$ cat src/rtl/ir_fetch.sv
// rtl/ir_fetch.sv - instruction fetch stage with small instruction queue and jump redirect
module ir_fetch #(
  parameter int                    ADDR_WIDTH  = 16,
  parameter int                    QUEUE_DEPTH = 2,
  parameter logic [ADDR_WIDTH-1:0] RESET_PC    = '0
) (
  input  logic                  clk,
  input  logic                  rst,
  output logic                  mem_rd,
  output logic [ADDR_WIDTH-1:0] mem_addr,
  input  logic [31:0]           mem_data,
  input  logic                  mem_ack,
  input  logic                  jump,
  input  logic [ADDR_WIDTH-1:0] jump_addr,
  output logic [31:0]           ir,
  output logic [ADDR_WIDTH-1:0] ir_pc,
  output logic                  ir_valid,
  input  logic                  ir_ready
);

  localparam int PW = (QUEUE_DEPTH > 1) ? $clog2(QUEUE_DEPTH) : 1;
  localparam int CW = $clog2(QUEUE_DEPTH + 1);
  localparam logic [CW-1:0]         DEPTH = CW'(QUEUE_DEPTH);
  localparam logic [PW-1:0]         LAST  = PW'(QUEUE_DEPTH - 1);
  localparam logic [ADDR_WIDTH-1:0] ONE   = ADDR_WIDTH'(1);

  // IDLE: no request; WAIT: request whose data is wanted; DROP: request whose data is thrown away
  typedef enum logic [1:0] {IDLE, WAIT, DROP} state_t;

  state_t                state, state_n;
  logic [ADDR_WIDTH-1:0] fetch_pc, fetch_pc_n;
  logic [ADDR_WIDTH-1:0] mem_addr_n;
  logic                  push, flush, pop;

  logic [PW-1:0]         head, tail, head_pop, head_n, tail_n;
  logic [CW-1:0]         count, cnt_pop, cnt_push, count_n;
  logic [31:0]           ir_n;
  logic [ADDR_WIDTH-1:0] ir_pc_n;
  logic                  ir_valid_n;

  logic [31:0]           q_data [QUEUE_DEPTH];
  logic [ADDR_WIDTH-1:0] q_pc   [QUEUE_DEPTH];

  function automatic logic [PW-1:0] ptr_inc(input logic [PW-1:0] p);
    return (p == LAST) ? '0 : p + 1'b1;
  endfunction

  // occupancy after this cycle's pop, and after a possible push on top of it
  always_comb begin
    pop      = ir_valid && ir_ready;
    cnt_pop  = count - CW'(pop);
    cnt_push = cnt_pop + CW'(1);
    head_pop = pop ? ptr_inc(head) : head;
  end

  // fetch FSM: next state, next request address, push/flush decisions
  always_comb begin
    state_n    = state;
    fetch_pc_n = fetch_pc;
    mem_addr_n = mem_addr;
    push       = 1'b0;
    flush      = 1'b0;
    case (state)
      IDLE: begin
        if (jump) begin
          fetch_pc_n = jump_addr;
          mem_addr_n = jump_addr;
          flush      = 1'b1;
          state_n    = WAIT;
        end else if (count < DEPTH) begin
          mem_addr_n = fetch_pc;
          state_n    = WAIT;
        end
      end
      WAIT: begin
        if (jump) begin
          flush      = 1'b1;
          fetch_pc_n = jump_addr;
          if (mem_ack) begin
            mem_addr_n = jump_addr;
          end else begin
            state_n = DROP;
          end
        end else if (mem_ack) begin
          push       = 1'b1;
          fetch_pc_n = mem_addr + ONE;
          // only keep the request line busy while a free slot is guaranteed
          if (cnt_push < DEPTH) begin
            mem_addr_n = mem_addr + ONE;
          end else begin
            state_n = IDLE;
          end
        end
      end
      DROP: begin
        if (jump) begin
          fetch_pc_n = jump_addr;
        end
        if (mem_ack) begin
          // a jump landing on the same cycle as the stale ack wins over the older target
          mem_addr_n = jump ? jump_addr : fetch_pc;
          state_n    = WAIT;
        end
      end
      default: state_n = IDLE;
    endcase
  end

  // queue pointers and the registered head-of-queue view presented to decode
  always_comb begin
    head_n     = head_pop;
    tail_n     = push ? ptr_inc(tail) : tail;
    count_n    = push ? cnt_push : cnt_pop;
    ir_n       = ir;
    ir_pc_n    = ir_pc;
    ir_valid_n = 1'b0;
    if (flush) begin
      head_n  = '0;
      tail_n  = '0;
      count_n = '0;
    end else begin
      ir_valid_n = (count_n != '0);
      if (push && cnt_pop == '0) begin
        ir_n    = mem_data;
        ir_pc_n = mem_addr;
      end else if (cnt_pop != '0) begin
        ir_n    = q_data[head_pop];
        ir_pc_n = q_pc[head_pop];
      end
    end
  end

  // queue storage written at the tail on every accepted read
  always_ff @(posedge clk) begin
    if (push) begin
      q_data[tail] <= mem_data;
      q_pc[tail]   <= mem_addr;
    end
  end

  // state, request and output registers
  always_ff @(posedge clk or posedge rst) begin
    if (rst) begin
      state    <= IDLE;
      fetch_pc <= RESET_PC;
      mem_addr <= '0;
      mem_rd   <= 1'b0;
      head     <= '0;
      tail     <= '0;
      count    <= '0;
      ir       <= '0;
      ir_pc    <= '0;
      ir_valid <= 1'b0;
    end else begin
      state    <= state_n;
      fetch_pc <= fetch_pc_n;
      mem_addr <= mem_addr_n;
      mem_rd   <= (state_n != IDLE);
      head     <= head_n;
      tail     <= tail_n;
      count    <= count_n;
      ir       <= ir_n;
      ir_pc    <= ir_pc_n;
      ir_valid <= ir_valid_n;
    end
  end

endmodule
$ cat config.mk
export PLATFORM = sky130hd
export DESIGN_NAME = ir_fetch
export DESIGN_NICKNAME = d
export VERILOG_FILES = /design/src/rtl/ir_fetch.sv
export SDC_FILE = /design/constraint.sdc
export NUM_CORES = 1
export LEC_CHECK = 0
export CAP_MARGIN = 20
export CORE_ASPECT_RATIO = 0.7
export CORE_MARGIN = 8
export CORE_UTILIZATION = 59
export CTS_BUF_LIST = sky130_fd_sc_hd__clkbuf_16
export DETAILED_ROUTE_END_ITERATION = 16
export GPL_TIMING_DRIVEN = 0
export PLACE_DENSITY = 0.84
export SLEW_MARGIN = 20
export SYNTH_ARGS = -nofsm -noshare
export SYNTH_HDL_FRONTEND = slang
export SYNTH_SLANG_ARGS = --single-unit
export TNS_END_PERCENT = 20
$ cat constraint.sdc
create_clock -name clk -period 10.45 [get_ports clk]
set_clock_uncertainty 0.1 [all_clocks]
set_input_delay 1.5675 -clock clk [delete_from_list [all_inputs] [get_ports clk]]
set_output_delay 1.5675 -clock clk [all_outputs]
set_load 0.01 [all_outputs]
Yosys cells after proc, flatten, opt, wreduce, memory -nomap -nowiden:

Memory sizes are Yosys's and may differ from the RTL's.
Index checks and enable logic that the tools add are counted.

* add/subtract/negate cells: 5
* multipliers: 0
* div/mod/pow operators: 0
* order comparisons: 2
* eq/ne operators: 7
* shifts and indexed selects: 0
* mux-type cells: 40
* bitwise logic cells: 1
* reduce and logical (&&, ||, !) cells: 16

Operators with widths (number)
* two-way mux 16 bit: 12
* two-way mux 32 bit: 2
* case mux 16 bit (3 select lines): 1
* case mux 16 bit (2 select lines): 1
* two-way mux 2 bit: 9
* adder 16 x 1 -> 16 bit (second input constant): 1
* two-way mux 1 bit: 14
* nonzero test 2 bit: 6
* inequality test 3 bit (second input constant): 3
* case mux 2 bit (3 select lines): 1
* AND reduction 5 bit: 1
* logical NOT 2 bit: 2
* less-than comparator 2 bit (second input constant): 2
* inequality test 2 bit (second input constant): 2
* AND reduction 2 bit: 2
* OR reduction 2 bit: 2
* nonzero test 3 bit: 1
* adder 1 bit (second input constant): 2
* adder 2 x 1 -> 2 bit (second input constant): 1
* == test 2 x 1 -> 1 bit (second input constant): 1
* == test 2 bit (second input constant): 1
* logical AND 1 bit: 2
* subtractor 2 x 1 -> 2 bit: 1
* inverter 1 bit: 1

* register bits after elaboration: 88
* latch bits: 0
* memory bits (writable): 96
* bits in read-only memories: 0
* output and inout port bits: 66
* memories kept: 2

Memories
* q_data: depth 2, bits a word 32, read ports 1, clocked after Yosys merged registers in 0, wr ports 1, line 41 `logic [31:0] q_data [QUEUE_DEPTH];`
* q_pc: depth 2, bits a word 16, read ports 1, clocked after Yosys merged registers in 0, wr ports 1, line 42 `logic [ADDR_WIDTH-1:0] q_pc [QUEUE_DEPTH];`

Depth between registers and ports, before layout:

* depth after elaboration: 9
* depth in mapped cells: 10
* depth with buffers taken out: 9

Least setup slack after synthesis:

OpenSTA, ideal clock, no wires.

* kind: in2reg
* from: input port jump
* to: memory q_data[0][0], enable pin
* library setup time: 0.455 ns
* arrival: 4.221 ns
* required time: 9.895 ns
* slack: 5.674 ns
* stages: 5
* buffers on the path: 2
* path through: buf_2 > nor2b_1 > nand2_1 > clkbuf_1 > nor2_1

* word-level cells in the longest chain between the ends: 4

RTL lines
* start: declaration: line 13 `input logic jump,`
* two-way mux 1 bit: line 76 `if (jump) begin`
* two-way mux 1 bit: line 63 `case (state)`
* two-way mux 1 bit: line 135 `if (push) begin`
* two-way mux 1 bit (implied by the code): line 136 `q_data[tail] <= mem_data;`
* end: declaration: line 41

Every way passes these cells.

Worst setup path after layout:

* from: input port ir_ready
* to: register mem_addr[9]

* word-level cells in the longest chain between the ends: 6

RTL lines
* start: declaration: line 18 `input logic ir_ready`
* logical AND 1 bit: line 50 `pop = ir_valid && ir_ready;`
* subtractor 2 x 1 -> 2 bit: line 51 `cnt_pop = count - CW'(pop);`
* adder 2 x 1 -> 2 bit: line 52 `cnt_push = cnt_pop + CW'(1);`
* less-than comparator 2 bit: line 88 `if (cnt_push < DEPTH) begin`
* inequality test 3 bit (no line)
* AND reduction 5 bit (no line)
* end signal: assignment: line 157 `mem_addr <= mem_addr_n;`
* end: declaration: line 10 `output logic [ADDR_WIDTH-1:0] mem_addr,`

Every way passes these cells.
A chain may end at the register's enable or synchronous reset.

==> PnR_summary.wiki <==
{| class="wikitable"
! Metric !! Value
|-
| Largest net degree at the start of global routing || 59
|-
| Wire length per cell || 21.0 um
|-
| Hold Crit Class || flip-flop to flip-flop
|-
| Vias in the first global route || 6730
|-
| Worst Path Max Fanout || 10
|-
| Antenna fix cells || 0
|-
| Max Root-Sink Buffers || 2
|-
| Number of antenna violations at the first check in global routing || 0
|-
| Total die area || 17900 um^2
|-
| Highest Clock Rate || 243 MHz
|-
| Part of the cycle the worst path needs || 39.4%
|-
| Post-synthesis async set-or-reset flop share || 47.8%
|-
| Total power divided by cell area || 303 nW/um^2
|-
| Leading register cell type out of synthesis || sky130_fd_sc_hd__edfxtp_1
|-
| Via density || 6.14
|-
| Yosys warning count || 0
|-
| Number of synthesized register bits || 184
|-
| Cell-by-cell trace of the critical path || clkdlybuf4s50_1, and2_4, ha_1, xnor2_1, ha_1, nand2_1, a21oi_2, a211oi_1, buf_2, o21ai_0, o2bb2ai_1
|-
| Mean instance size in the synthesized netlist || 11.4 um^2
|-
| Clock latency on the worst-skew pair || 0.43 ns
|-
| Floorplan core area || 13700 um^2
|-
| DP HPWL || 15.4 mm
|-
| TritonCTS clock tree || yes
|-
| Outcome || finished, final reports clean
|-
| Synthesis-to-finish area growth || 25.1%
|-
| Number of hold-repair buffers added at the cts stage || 0
|-
| Worst hold-check slack || 0.391 ns
|-
| Cell variety after synth || 55
|-
| Vias || 6476
|-
| Critical path startpoint category || input pin
|-
| Largest family of logic cells by synthesized area || compound AO/OA/AOI/OAI gates
|-
| Complex-gate fraction of the synthesized area || 17.3%
|-
| Cells after Synth || 712
|-
| First-pass GRT wire length || 35.0 mm
|-
| Initial cell density of the core || 59.5%
|-
| Netlist Area Pre-Place || 8150 um^2
|-
| Commonest non-fill, non-tap cell in the layout || sky130_fd_sc_hd__clkdlybuf4s50_1
|-
| Post-synthesis simple-gate area fraction || 11.7%
|-
| Cell with the biggest individual delay on the critical path || sky130_fd_sc_hd__a211oi_1
|-
| Share of cells above drive strength 1 || 11.1%
|-
| Final hold viol count || 0
|-
| Pre-antenna DRT Iters || 5
|-
| Number of pins with negative max-slew slack in the final report || 0
|-
| Height of the die || 114 um
|-
| Boundary Pins || 119
|-
| Maxcap violations || 0
|-
| Commonest cells after routing, fill and taps aside || sky130_fd_sc_hd__clkdlybuf4s50_1, sky130_fd_sc_hd__edfxtp_1, sky130_fd_sc_hd__dfrtp_1
|-
| DRC violation count after routing || 0
|-
| Number of synthesized flops with an enable pin || 96
|-
| Resized Gates After CTS || 0
|-
| Total detailed-routing wirelength || 22.1 mm
|-
| DRT antenna net count || 0
|-
| Setup fix buffers added after clock tree synthesis || 0
|-
| Final critical path time including I/O delays and setup || 4.12 ns
|-
| Sum Neg Setup Slack || 0 ns
|-
| Post-Synthesis Net Count || 768
|-
| Overall global routing resource usage || 25.3%
|-
| Share of cell area taken by muxes after synthesis || 2.58%
|-
| Rel. slew slack || 49.3%
|-
| Kind of critical path || input pin to flip-flop
|-
| Top cell by count, worst path || sky130_fd_sc_hd__ha_1
|-
| Routability congestion estimate from global placement || 0.929
|-
| Initial drt markers || 824
|-
| Post-synthesis share of cell area spent on xor and xnor gates || 1.84%
|-
| Die X || 156 um
|-
| Biggest cell delay along the critical path || 0.60 ns
|-
| Total CTS buffers || 17
|-
| CTS root buffer || sky130_fd_sc_hd__clkbuf_16
|-
| Total global routing overflow || 0
|-
| Required time of the critical path || 10.66 ns
|-
| Adder-cell area share of the yosys netlist || 0.461%
|-
| Number of H-tree branching levels || 4
|-
| Sequential fraction of the synthesis area || 62.4%
|-
| Final count of negative-setup-slack endpoints || 0
|-
| RSZ-0062 raised after global routing || false
|-
| Clock slew at the register clock pins of the worst setup and hold paths || 0.07 ns
|-
| Total power || 0.00309 W
|-
| Clock tree sinks || 184
|-
| Data arrival time of the worst path || 4.33 ns
|-
| Floorplan row count || 36
|-
| Largest vdd supply drop || 0.188 mV
|-
| Static leakage power || 3.84 nW
|-
| Net total in the final layout || 907
|-
| Sort of element at the end of the critical path || flip-flop
|-
| Transition at the pin with the smallest max-transition slack || 0.758 ns
|-
| Number of buffers inserted by port buffering || 117
|}
kinds of logic (layout without fill, tap and decap cells):
kind of cell,Yosys count,count (layout)
AND/OR/NAND/NOR,194,194
flip-flops,184,184
AO/OA/AOI/OAI,232,232
XOR/XNOR,15,15
buffers and inverters,65,217
multiplexers,19,19
adder cells (fa/ha/maj),3,3
where the power goes:
| part | leakage, nW | switching [W] | total [W] | internal [W] |
|---|---|---|---|---|
| clock | 0.266 | 0.000279 | 0.000608 | 0.000328 |
| sequential | 1.95 | 0.000170 | 0.00115 | 0.000985 |
| combinational | 1.63 | 0.000741 | 0.00133 | 0.000589 |
final timing paths:
| kind | depth (start not counted) | from | slack [ns] | to |
|---|---|---|---|---|
| setup reg to reg | 10 | ir_valid | 7.45 | mem_addr[9] |
| setup / recovery | 11 | ir_ready | 6.33 | mem_addr[9] |
| hold reg to reg | 2 | ir[15] | 0.39 | ir[15] |
| hold / removal | 2 | ir[15] | 0.39 | ir[15] |
| min in group asynchronous | 2 | rst | 1.40 | ir[23] |
| max in group asynchronous | 3 | rst | 8.23 | ir_pc[12] |
final cells by class:
type	instances	area (um^2)
Timing Repair Buffer	120	1240
Multi-Input combinational cell	463	2770
Clock inverter	15	126
Clock buffer	17	425
Fill cell	915	3500
Sequential cell	184	5080
Inverter	17	68.8
Tap cell	190	238
Buffer	48	244
per-stage QoR:
| stage | instance area (um^2) | worst slack (ns) | util (%) | cells |
|---|---|---|---|---|
| after floorplan | 8150 | 5.67 | - | 712 |
| after global placement | 9560 | 3.64 | 69.8 | 1019 |
| after detailed placement | 9640 | 5.99 | 70.4 | 1022 |
| after CTS | 10200 | 6.45 | 74.5 | 1054 |
| after global routing | 10200 | 6.26 | 74.5 | 1054 |
| final | 10200 | 6.33 | 74.5 | 1054 |
per-layer routing:
layer  wire length, um  track usage (%)  vias to the layer above
met5                 0                0                        -
met1              9330             33.9                     3245
li1                  -                -                     2882
met3              1820             5.84                       38
met4               396             8.68                        0
met2             10600             40.0                      311
worst max-delay path, delay by kind of cell:
kind	cells	cell delay, ns
xor gates and xnor gates	1	0.28
buffers and inverters	2	0.75
AOI/OAI and AO/OA	4	0.92
adders and majority gates	2	0.53
and+or+nand+nor	2	0.26
flip-flops by register name (all words and copies together) (netlist names), 2 cells and up:
register	count
q_data	64
state	2
fetch_pc	16
ir	32
mem_addr	16
q_pc	32
ir_pc	16
count	2
Yosys cell counts (2+ instances only):
cell	n	share of area [%]
sky130_fd_sc_hd__a211oi_1	40	3.7
sky130_fd_sc_hd__a21o_1	4	0.37
sky130_fd_sc_hd__a21oi_1	27	1.7
sky130_fd_sc_hd__a21oi_2	2	0.21
sky130_fd_sc_hd__a22oi_1	5	0.46
sky130_fd_sc_hd__a2bb2oi_1	2	0.21
sky130_fd_sc_hd__a31oi_1	8	0.61
sky130_fd_sc_hd__and2_1	4	0.31
sky130_fd_sc_hd__and3_1	9	0.69
sky130_fd_sc_hd__and4_1	3	0.32
sky130_fd_sc_hd__buf_1	2	0.092
sky130_fd_sc_hd__buf_2	24	1.5
sky130_fd_sc_hd__buf_4	7	0.64
sky130_fd_sc_hd__clkbuf_1	14	0.64
sky130_fd_sc_hd__dfrtp_1	88	27
sky130_fd_sc_hd__edfxtp_1	96	35
sky130_fd_sc_hd__ha_1	3	0.46
sky130_fd_sc_hd__inv_1	17	0.78
sky130_fd_sc_hd__mux2_2	16	2.2
sky130_fd_sc_hd__mux2i_1	3	0.37
sky130_fd_sc_hd__nand2_1	83	3.8
sky130_fd_sc_hd__nand2b_1	4	0.31
sky130_fd_sc_hd__nand3_1	3	0.18
sky130_fd_sc_hd__nand3b_1	3	0.28
sky130_fd_sc_hd__nand4_1	2	0.15
sky130_fd_sc_hd__nor2_1	32	1.5
sky130_fd_sc_hd__nor2b_1	39	3.0
sky130_fd_sc_hd__nor3_1	2	0.12
sky130_fd_sc_hd__o21a_1	2	0.18
sky130_fd_sc_hd__o21ai_0	54	3.3
sky130_fd_sc_hd__o21ai_1	48	2.9
sky130_fd_sc_hd__o22ai_1	25	1.9
sky130_fd_sc_hd__o2bb2ai_1	3	0.32
sky130_fd_sc_hd__o311a_1	2	0.25
sky130_fd_sc_hd__o31ai_1	3	0.28
sky130_fd_sc_hd__xnor2_1	14	1.5
Note: power is estimated with default switching activity, not from simulation.
